**config.mk**
```make
export PLATFORM = sky130hd
export DESIGN_NAME = instruction_fetch
export DESIGN_NICKNAME = d
export VERILOG_FILES = /design/src/rtl/instruction_fetch_pkg.sv /design/src/rtl/instruction_fetch_ff_async_en.sv /design/src/rtl/instruction_fetch.sv
export SDC_FILE = /design/constraint.sdc
export NUM_CORES = 1
export LEC_CHECK = 0
export CAP_MARGIN = 15
export CELL_PAD_IN_SITES_DETAIL_PLACEMENT = 1
export CELL_PAD_IN_SITES_GLOBAL_PLACEMENT = 1
export CORE_ASPECT_RATIO = 0.5
export CORE_MARGIN = 8
export CORE_UTILIZATION = 35
export CTS_CLUSTER_SIZE = 40
export DETAILED_ROUTE_END_ITERATION = 6
export GPL_TIMING_DRIVEN = 0
export PLACE_DENSITY = 0.81
export SETUP_SLACK_MARGIN = 0.02
export SLEW_MARGIN = 40
export SYNTH_ARGS = -nofsm -noshare
export SYNTH_HDL_FRONTEND = slang
export SYNTH_HIERARCHICAL = 1
export SYNTH_SLANG_ARGS = --single-unit
```
**constraint.sdc**
```tcl
create_clock -name Clock -period 3.75 [get_ports Clock]
set_input_delay 1.125 -clock Clock [delete_from_list [all_inputs] [get_ports Clock]]
set_output_delay 1.125 -clock Clock [all_outputs]
set_load 0.005 [all_outputs]
```
**src/rtl/instruction_fetch_pkg.sv**
```systemverilog
// instruction_fetch_pkg: shared opcode, field positions and fetch FSM encodings
package instruction_fetch_pkg;
  localparam logic [3:0] NOP = 4'h0;
  localparam int INSN_OPCODE_MSB = 27;
  localparam int INSN_OPCODE_LSB = 24;
  typedef enum logic [1:0] {
    FETCH_BOOT = 2'd0,
    FETCH_RUN  = 2'd1,
    FETCH_HALT = 2'd2
  } fetch_state_e;
  function automatic logic [INSN_OPCODE_MSB:0] nop_bubble();
    logic [INSN_OPCODE_MSB:0] w_b;
    w_b = '0;
    w_b[INSN_OPCODE_MSB:INSN_OPCODE_LSB] = NOP;
    return w_b;
  endfunction
endpackage

```
**src/rtl/instruction_fetch_ff_async_en.sv**
```systemverilog
// ff_async_en: D flip-flop bank with enable and asynchronous active-high reset value
module ff_async_en #(
  parameter int WIDTH = 1,
  parameter logic [WIDTH-1:0] RST_VAL = '0
) (
  input  logic             iClock,
  input  logic             iReset,
  input  logic             iEnable,
  input  logic [WIDTH-1:0] iD,
  output logic [WIDTH-1:0] oQ
);
  // load on enable, reset value applied immediately on iReset
  always_ff @(posedge iClock or posedge iReset)
    if (iReset) oQ <= RST_VAL;
    else if (iEnable) oQ <= iD;
endmodule

```
**src/rtl/instruction_fetch.sv**
```systemverilog
// instruction_fetch: PC + one-entry fetch register with valid/ready handoff, redirect and halt (optional FETCH_PERF_EN counters)
module instruction_fetch
  import instruction_fetch_pkg::*;
#(
  parameter int ADDR_WIDTH = 16,
  parameter int INSN_WIDTH = 28,
  parameter logic [ADDR_WIDTH-1:0] RESET_PC = 16'd0
) (
  input  logic                  Clock,
  input  logic                  Reset,
  output logic [ADDR_WIDTH-1:0] oAddress,
  input  logic [INSN_WIDTH-1:0] iInstruction,
  output logic [INSN_WIDTH-1:0] oInstruction,
  output logic [ADDR_WIDTH-1:0] oInstructionPC,
  output logic                  oValid,
  input  logic                  iReady,
  input  logic                  iBranchTaken,
  input  logic [ADDR_WIDTH-1:0] iBranchTarget,
  input  logic                  iHalt,
  input  logic                  iResume,
  output logic                  oHalted
`ifdef FETCH_PERF_EN
  ,
  output logic [15:0]           oFetchCount,
  output logic [15:0]           oBubbleCount
`endif
);
  localparam logic [INSN_WIDTH-1:0] BUBBLE = {NOP, {(INSN_WIDTH-4){1'b0}}};
  logic [1:0]            r_state;
  logic [1:0]            w_state_d;
  logic [ADDR_WIDTH-1:0] r_pc, w_pc_d;
  logic [INSN_WIDTH-1:0] w_insn_d;
  logic                  w_redirect, w_xfer, w_free, w_fetch;
  assign w_redirect = iBranchTaken && r_state != FETCH_BOOT;
  assign w_xfer     = oValid && iReady;
  assign w_free     = !oValid || iReady;
  assign w_fetch    = !w_redirect && r_state == FETCH_RUN && w_free;
  assign w_pc_d     = w_redirect ? iBranchTarget : r_pc + 1'b1;
  assign w_insn_d   = w_redirect ? BUBBLE : iInstruction;
  assign w_state_d  = r_state == FETCH_BOOT ? FETCH_RUN :
                      r_state == FETCH_RUN  ? ((iHalt && !iBranchTaken) ? FETCH_HALT : FETCH_RUN) :
                      ((iResume && !iHalt) ? FETCH_RUN : FETCH_HALT);
  assign oAddress   = r_pc;
  assign oHalted    = r_state == FETCH_HALT;
  ff_async_en #(.WIDTH(2), .RST_VAL(FETCH_BOOT)) u_state (
    .iClock(Clock), .iReset(Reset), .iEnable(1'b1), .iD(w_state_d), .oQ(r_state));
  ff_async_en #(.WIDTH(ADDR_WIDTH), .RST_VAL(RESET_PC)) u_pc (
    .iClock(Clock), .iReset(Reset), .iEnable(w_redirect || w_fetch), .iD(w_pc_d), .oQ(r_pc));
  ff_async_en #(.WIDTH(INSN_WIDTH), .RST_VAL(BUBBLE)) u_insn (
    .iClock(Clock), .iReset(Reset), .iEnable(w_redirect || w_fetch), .iD(w_insn_d), .oQ(oInstruction));
  ff_async_en #(.WIDTH(ADDR_WIDTH), .RST_VAL('0)) u_insn_pc (
    .iClock(Clock), .iReset(Reset), .iEnable(w_fetch), .iD(r_pc), .oQ(oInstructionPC));
  ff_async_en #(.WIDTH(1), .RST_VAL(1'b0)) u_valid (
    .iClock(Clock), .iReset(Reset), .iEnable(w_redirect || w_fetch || w_xfer), .iD(w_fetch), .oQ(oValid));
`ifdef FETCH_PERF_EN
  ff_async_en #(.WIDTH(16), .RST_VAL(16'd0)) u_fetch_cnt (
    .iClock(Clock), .iReset(Reset), .iEnable(w_xfer), .iD(oFetchCount + 16'd1), .oQ(oFetchCount));
  ff_async_en #(.WIDTH(16), .RST_VAL(16'd0)) u_bubble_cnt (
    .iClock(Clock), .iReset(Reset), .iEnable(w_redirect), .iD(oBubbleCount + 16'd1), .oQ(oBubbleCount));
`endif
endmodule

```
==> results of run 1 <==
## stage by stage
stage	setup slack, ps	area [um2]	cells	hold WS, ps	total power [uW]
6_report	594.4	4853	507	509.3	3936
5_1_grt	460.7	4853	507	525.1	4169
4_1_cts	588.8	4853	507	511.9	3996
3_5_place_dp	281.3	4576	492	495.3	3183
3_3_place_gp	288.8	4576	492	489.9	3088
2_1_floorplan	1233	3313	260	505.3	2238
## per-layer routing
metal	track usage	vias to the layer above	routed length, um
met3	0.04918	8	424
met5	0	-	0
li1	-	1121	-
met1	0.1576	1214	3735
met4	0.04943	0	130
met2	0.2887	51	5358
## synth_stat cells, drive strengths merged
cell / n
and2: 28
dfrtp: 63
clkbuf: 6
nor4: 4
a21o: 1
nand2b: 1
nor3: 5
inv: 10
xnor2: 10
and4: 1
conb: 1
ha: 1
nor2: 18
nand3: 5
nand2: 7
buf: 8
a21oi: 15
xor2: 4
o21ai: 1
nor2b: 1
nand4: 5
mux2: 64
## power by group through the flow
stage	Combinational, uW	Sequential (uW)	Clock (uW)
after global placement	1800	1290	0
final	1840	1320	779
after CTS	1880	1320	798
after floorplan	957	1280	0
after global routing	1970	1370	832
after detailed placement	1860	1330	0
## kinds of logic after synthesis
group                      count (synthesis)
buffers and inverters                     24
xor gates and xnor gates                  14
AOI/OAI and AO/OA                         17
adders and majority gates                  1
muxes                                     64
and+or+nand+nor                           75
DFF                                       63
other                                      1
## sequential cells by signal, indices dropped and copies added (netlist names)
| signal | count |
|---|---|
| u_state/oQ | 2 |
| u_pc/oQ | 16 |
| u_insn/oQ | 28 |
| u_insn_pc/oQ | 16 |
| u_valid/oQ | 1 |
## layout make-up
type / count / area share
Sequential cell: 63 / 0.3248
Multi-Input combinational cell: 173 / 0.3210
Timing Repair Buffer: 111 / 0.2289
Clock buffer: 15 / 0.05723
Tap cell: 121 / 0.03119
Buffer: 14 / 0.02913
Inverter: 10 / 0.007734
## worst register-to-register path, cell delays in order (launching register included)
cell,delay [ps]
dfrtp_1,410
o21ai_1,590
clkbuf_1,520
nand2_1,230
buf_6,220
buf_12,160
mux2_4,300
## worst paths after layout
kind	from	to	slack, ps
max	iBranchTaken	u_insn/oQ[12]$_DFFE_PP0P_	590
min	u_insn_pc/oQ[3]$_DFFE_PP0P_	u_insn_pc/oQ[3]$_DFFE_PP0P_	510
max reg2reg	u_state/oQ[1]$_DFFE_PP0P_	u_insn/oQ[12]$_DFFE_PP0P_	1210
min reg2reg	u_insn_pc/oQ[3]$_DFFE_PP0P_	u_insn_pc/oQ[3]$_DFFE_PP0P_	510
max in group asynchronous	Reset	u_pc/oQ[6]$_DFFE_PP0P_	1970
min in group asynchronous	Reset	u_valid/oQ$_DFFE_PP0P_	1090
==> metrics.cfg, run 1 <==
[run_status]
status=complete, no violations

[die]
num_rows=25
io_pins=112
initial_core_util=0.3550
die_width_um=153.5
fp.dieH_um=84.76
core_um2=9321
die_area_um2=13010

[placed_design]
place_hpwl_mm=7.222
port-buffer-count=111
gp_congestion=0.7688

[yosys]
yosysWarningCount=6
synth_cell_types=29
synth_compound_area_frac=0.02873
yosys.area_share.xor_xnor=0.03705
synthAdderAreaFrac=0.003781
synth_top_area_cell=dfrtp_1
synthMuxAreaShare=0.2643
synthCells=259
synth-seq-cells=63
syn_area_per_cell_um2=12.78
yosysTopAreaCellShare=0.4764
yosysSeqAreaShare=0.4764
synth_area_leaders=dfrtp_1 48%, mux2_4 19%, mux2_2 7.5%
synth_simple_gate_area_share=0.1346
synth_top_family_by_area=multiplexers
syn_area_um2=3309

[detailed_routing]
drc_errors=0
drt_pass1_iterations=4
antenna_left=0
routed-via-count=2394
wl_per_cell_um=19.03
wirelength_mm=9.648
vias_per_cell=4.722
drt_iter0_drc=35

[min_path]
min_path_cells=1
hp-class=reg2reg

[timing]
setup_tns_ps=0
hold_viol=0
skew_ps=4.845
fin_crit_sh=0.8415
slew_headroom=0.5277
worst_pin_slew_ps=703.8
rsz0062_at_grt=false
fmax_mhz=316.9
fin_crit_ps=3156
final_max_slew_viol_count=0
setup_viol=0

[worst_setup_path]
max_stage_delay_ps=520
cp.arrival_ps=3360
crit_type=in2reg
cp_max_fo=10
cp.required_ps=3960
cp-end-kind=register
cp_slowest_cell=clkbuf_1
rr_worst_depth=6
worstPathCellList=clkdlybuf4s50_1 > o21ai_1 > clkbuf_1 > nand2_1 > buf_6 > buf_12 > mux2_4
path_depth=7
crit_family=buffers and inverters
path_buf_inv=4
worstSetupStartpointType=input port

[layout]
fin_nets=433
n_antenna_cell=0
layout_common_cells=111 x clkdlybuf4s50_1, 63 x dfrtp_1, 41 x mux2_4
seq_area_um2=1577
layout_commonest_cell=clkdlybuf4s50_1
nFillCells=965
drive_above_1_share=0.2358
fin_util=0.5207
multi_input_area_um2=1558
syn_to_final_growth_pct=46.65

[power_and_ir_drop]
power_frac_comb=0.468
p_int_uw=2705
p_sw_uw=1231
clockPowerShare=0.198
p_sw_frac=0.3128
leakagePower_uw=0.002074
power-per-cell-area_nw_per_um2=810.9
ir_drop_v=0.0003094
power_frac_seq=0.334

[global_route]
grt_start_max_net_pins=29
grt_pass1_wl_mm=15.60
grt_antenna_before_repair=0
grt_remaining_overflow=0
track_usage=0.1525
grt_pass1_vias=2816

[cts]
cts_setup_buffers=0
clock_sinks=63
cts_root_buf=clkbuf_16
clk_latency_ps=330
cts_resized=0
cts_buffers=9
cts.clk_slew.worst_paths_ps=50
tritoncts=yes
clockBufferDepth=2
cts-htree-levels=3
postCtsHoldBufs=0

[run]
cap_viol_max_count=0

(Power assumes the default switching activity.)
==> inputs of run 2 (changes only) <==
--- a/config.mk
+++ b/config.mk
@@ -10,11 +10,11 @@
 export CELL_PAD_IN_SITES_GLOBAL_PLACEMENT = 1
 export CORE_ASPECT_RATIO = 0.5
 export CORE_MARGIN = 8
-export CORE_UTILIZATION = 35
+export CORE_UTILIZATION = 32
 export CTS_CLUSTER_SIZE = 40
 export DETAILED_ROUTE_END_ITERATION = 6
 export GPL_TIMING_DRIVEN = 0
-export PLACE_DENSITY = 0.81
+export PLACE_DENSITY = 0.78
 export SETUP_SLACK_MARGIN = 0.02
 export SLEW_MARGIN = 40
 export SYNTH_ARGS = -nofsm -noshare
==> constraint.sdc (replaced) <==
create_clock -name Clock -period 2.7 [get_ports Clock]
set_input_delay 0.81 -clock Clock [delete_from_list [all_inputs] [get_ports Clock]]
set_output_delay 0.81 -clock Clock [all_outputs]
set_load 0.005 [all_outputs]
==> metrics.cfg, run 2 (same netlist as run 1, synthesis figures left out) <==
[run_status]
status=complete, no violations

[min_path]
hp-class=reg2reg

[detailed_routing]
wirelength_mm=9.267
drt_iter0_drc=77
antenna_left=0
vias_per_cell=4.490
wl_per_cell_um=17.62
drc_errors=0
routed-via-count=2362
drt_pass1_iterations=4

[cts]
clock_sinks=63
clk_latency_ps=330
cts.clk_slew.worst_paths_ps=60
cts_root_buf=clkbuf_16
cts_setup_buffers=0
cts_buffers=9
tritoncts=yes
postCtsHoldBufs=0
clockBufferDepth=2
cts-htree-levels=3

[global_route]
grt_antenna_before_repair=0
grt_start_max_net_pins=29
track_usage=0.1398
grt_pass1_wl_mm=15.26
grt_remaining_overflow=0
grt_pass1_vias=2750

[worst_setup_path]
cp.required_ps=2910
worstSetupStartpointType=input port
cp-endpoint=u_insn/oQ[22]$_DFFE_PP0P_
cp_max_fo=10
rr_worst_depth=6
cp.arrival_ps=2720
cp-end-kind=register
r2r_setup_slack_ps=510
startpoint=iBranchTaken
crit_type=in2reg
reg2reg_from=u_state/oQ[1]$_DFFE_PP0P_
r2r-end=u_insn/oQ[22]$_DFFE_PP0P_

[power_and_ir_drop]
finalPower_uw=5641
p_sw_frac=0.3014
p_int_uw=3941
ir_drop_v=0.0003732
power-per-cell-area_nw_per_um2=1143
p_sw_uw=1700
clockPowerShare=0.230
power_frac_comb=0.448
leakagePower_uw=0.002110
power_frac_seq=0.322

[timing]
fin_crit_ps=2510
slew_headroom=0.5246
setup_viol=0
holdWs_ps=505.3
worst_pin_slew_ps=712.4
hold_viol=0
skew_ps=6.340
fin_crit_sh=0.9295
fmax_mhz=398.5
rsz0062_at_grt=false
final_max_slew_viol_count=0

[die]
die_area_um2=14050
fp.dieH_um=87.91
io_pins=112
num_rows=26
core_um2=10150
die_width_um=159.8
initial_core_util=0.3261

[layout]
nFillCells=1077
largestRegisters=u_insn/oQ x28, u_insn_pc/oQ x16, u_pc/oQ x16
top_register=u_insn/oQ
layout_commonest_cell=clkdlybuf4s50_1
layout_common_cells=111 x clkdlybuf4s50_1, 63 x dfrtp_1, 41 x mux2_4
syn_to_final_growth_pct=49.19
fin_cells=526
finish.instance_area_um2=4937
fin_nets=433
fin_util=0.4864
largest_reg_flops=28
n_antenna_cell=0
drive_above_1_share=0.2487

[placed_design]
gp_congestion=0.6844
dp.cells=511
place_hpwl_mm=6.725
port-buffer-count=111
dpl_cell_area_um2=4599

[run]
cap_viol_max_count=0

==> run 2: per-layer routing <==
metal / GRT usage / vias up / part of all wire
li1: - / 1117 / -
met1: 0.1549 / 1191 / 0.42
met2: 0.2524 / 46 / 0.52
met3: 0.04831 / 8 / 0.049
met4: 0.04545 / 0 / 0.0088
met5: 0 / - / 0
==> run 2: power groups by stage <==
stage	clock [uW]	sequential (uW)	combinational, uW
global route	1370	1900	2730
CTS	1330	1820	2580
finish	1300	1810	2530
global placement	0	1810	2510
detailed placement	0	1820	2560
floorplan	0	1780	1330
==> run 2: metrics by stage <==
step | setup TNS [ps] | setup WS, ps
3_3_place_gp | -13000 | -371.2
5_1_grt | 0 | 53.80
3_5_place_dp | -14820 | -416.8
4_1_cts | 0 | 136.9
6_report | 0 | 190.3
2_1_floorplan | 0 | 498.4
==> run 2: worst min-delay path by stage <==
| stage | end | startpoint | slack (ps) | cells after the start |
|---|---|---|---|---|
| floorplan | u_insn/oQ[10]$_DFFE_PP0P_ | u_insn/oQ[10]$_DFFE_PP0P_ | 510 | 1 |
| global placement | u_insn_pc/oQ[15]$_DFFE_PP0P_ | u_insn_pc/oQ[15]$_DFFE_PP0P_ | 490 | 1 |
| detailed placement | u_insn/oQ[0]$_DFFE_PP0P_ | u_insn/oQ[0]$_DFFE_PP0P_ | 500 | 1 |
| CTS | u_insn/oQ[12]$_DFFE_PP0P_ | u_insn/oQ[12]$_DFFE_PP0P_ | 510 | 1 |
| global route | u_insn/oQ[8]$_DFFE_PP0P_ | u_insn/oQ[8]$_DFFE_PP0P_ | 530 | 1 |
| finish | u_insn_pc/oQ[4]$_DFFE_PP0P_ | u_insn_pc/oQ[4]$_DFFE_PP0P_ | 510 | 1 |
==> run 2: area by class of cell <==
class	count	area (um2)	share of cell area
Buffer	14	142.6	0.02889
Clock buffer	12	266.5	0.05398
Clock inverter	3	65.06	0.01318
Inverter	10	37.54	0.007603
Multi-Input combinational cell	173	1563	0.3165
Sequential cell	63	1577	0.3193
Tap cell	140	175.2	0.03548
Timing Repair Buffer	111	1111	0.2250
==> run 2: repair_timing <==
action                                  4_1_cts  5_1_grt
resized for setup                             1        1
endpoints found under the setup margin       30       13
cloned                                        0        0
==> run 2: worst max-delay path: stages <==
cell and delay [ps]:
clkdlybuf4s50_1 420, o21ai_1 330, clkbuf_2 360, nand2_1 150, buf_6 180, buf_12 160, mux2_4 300
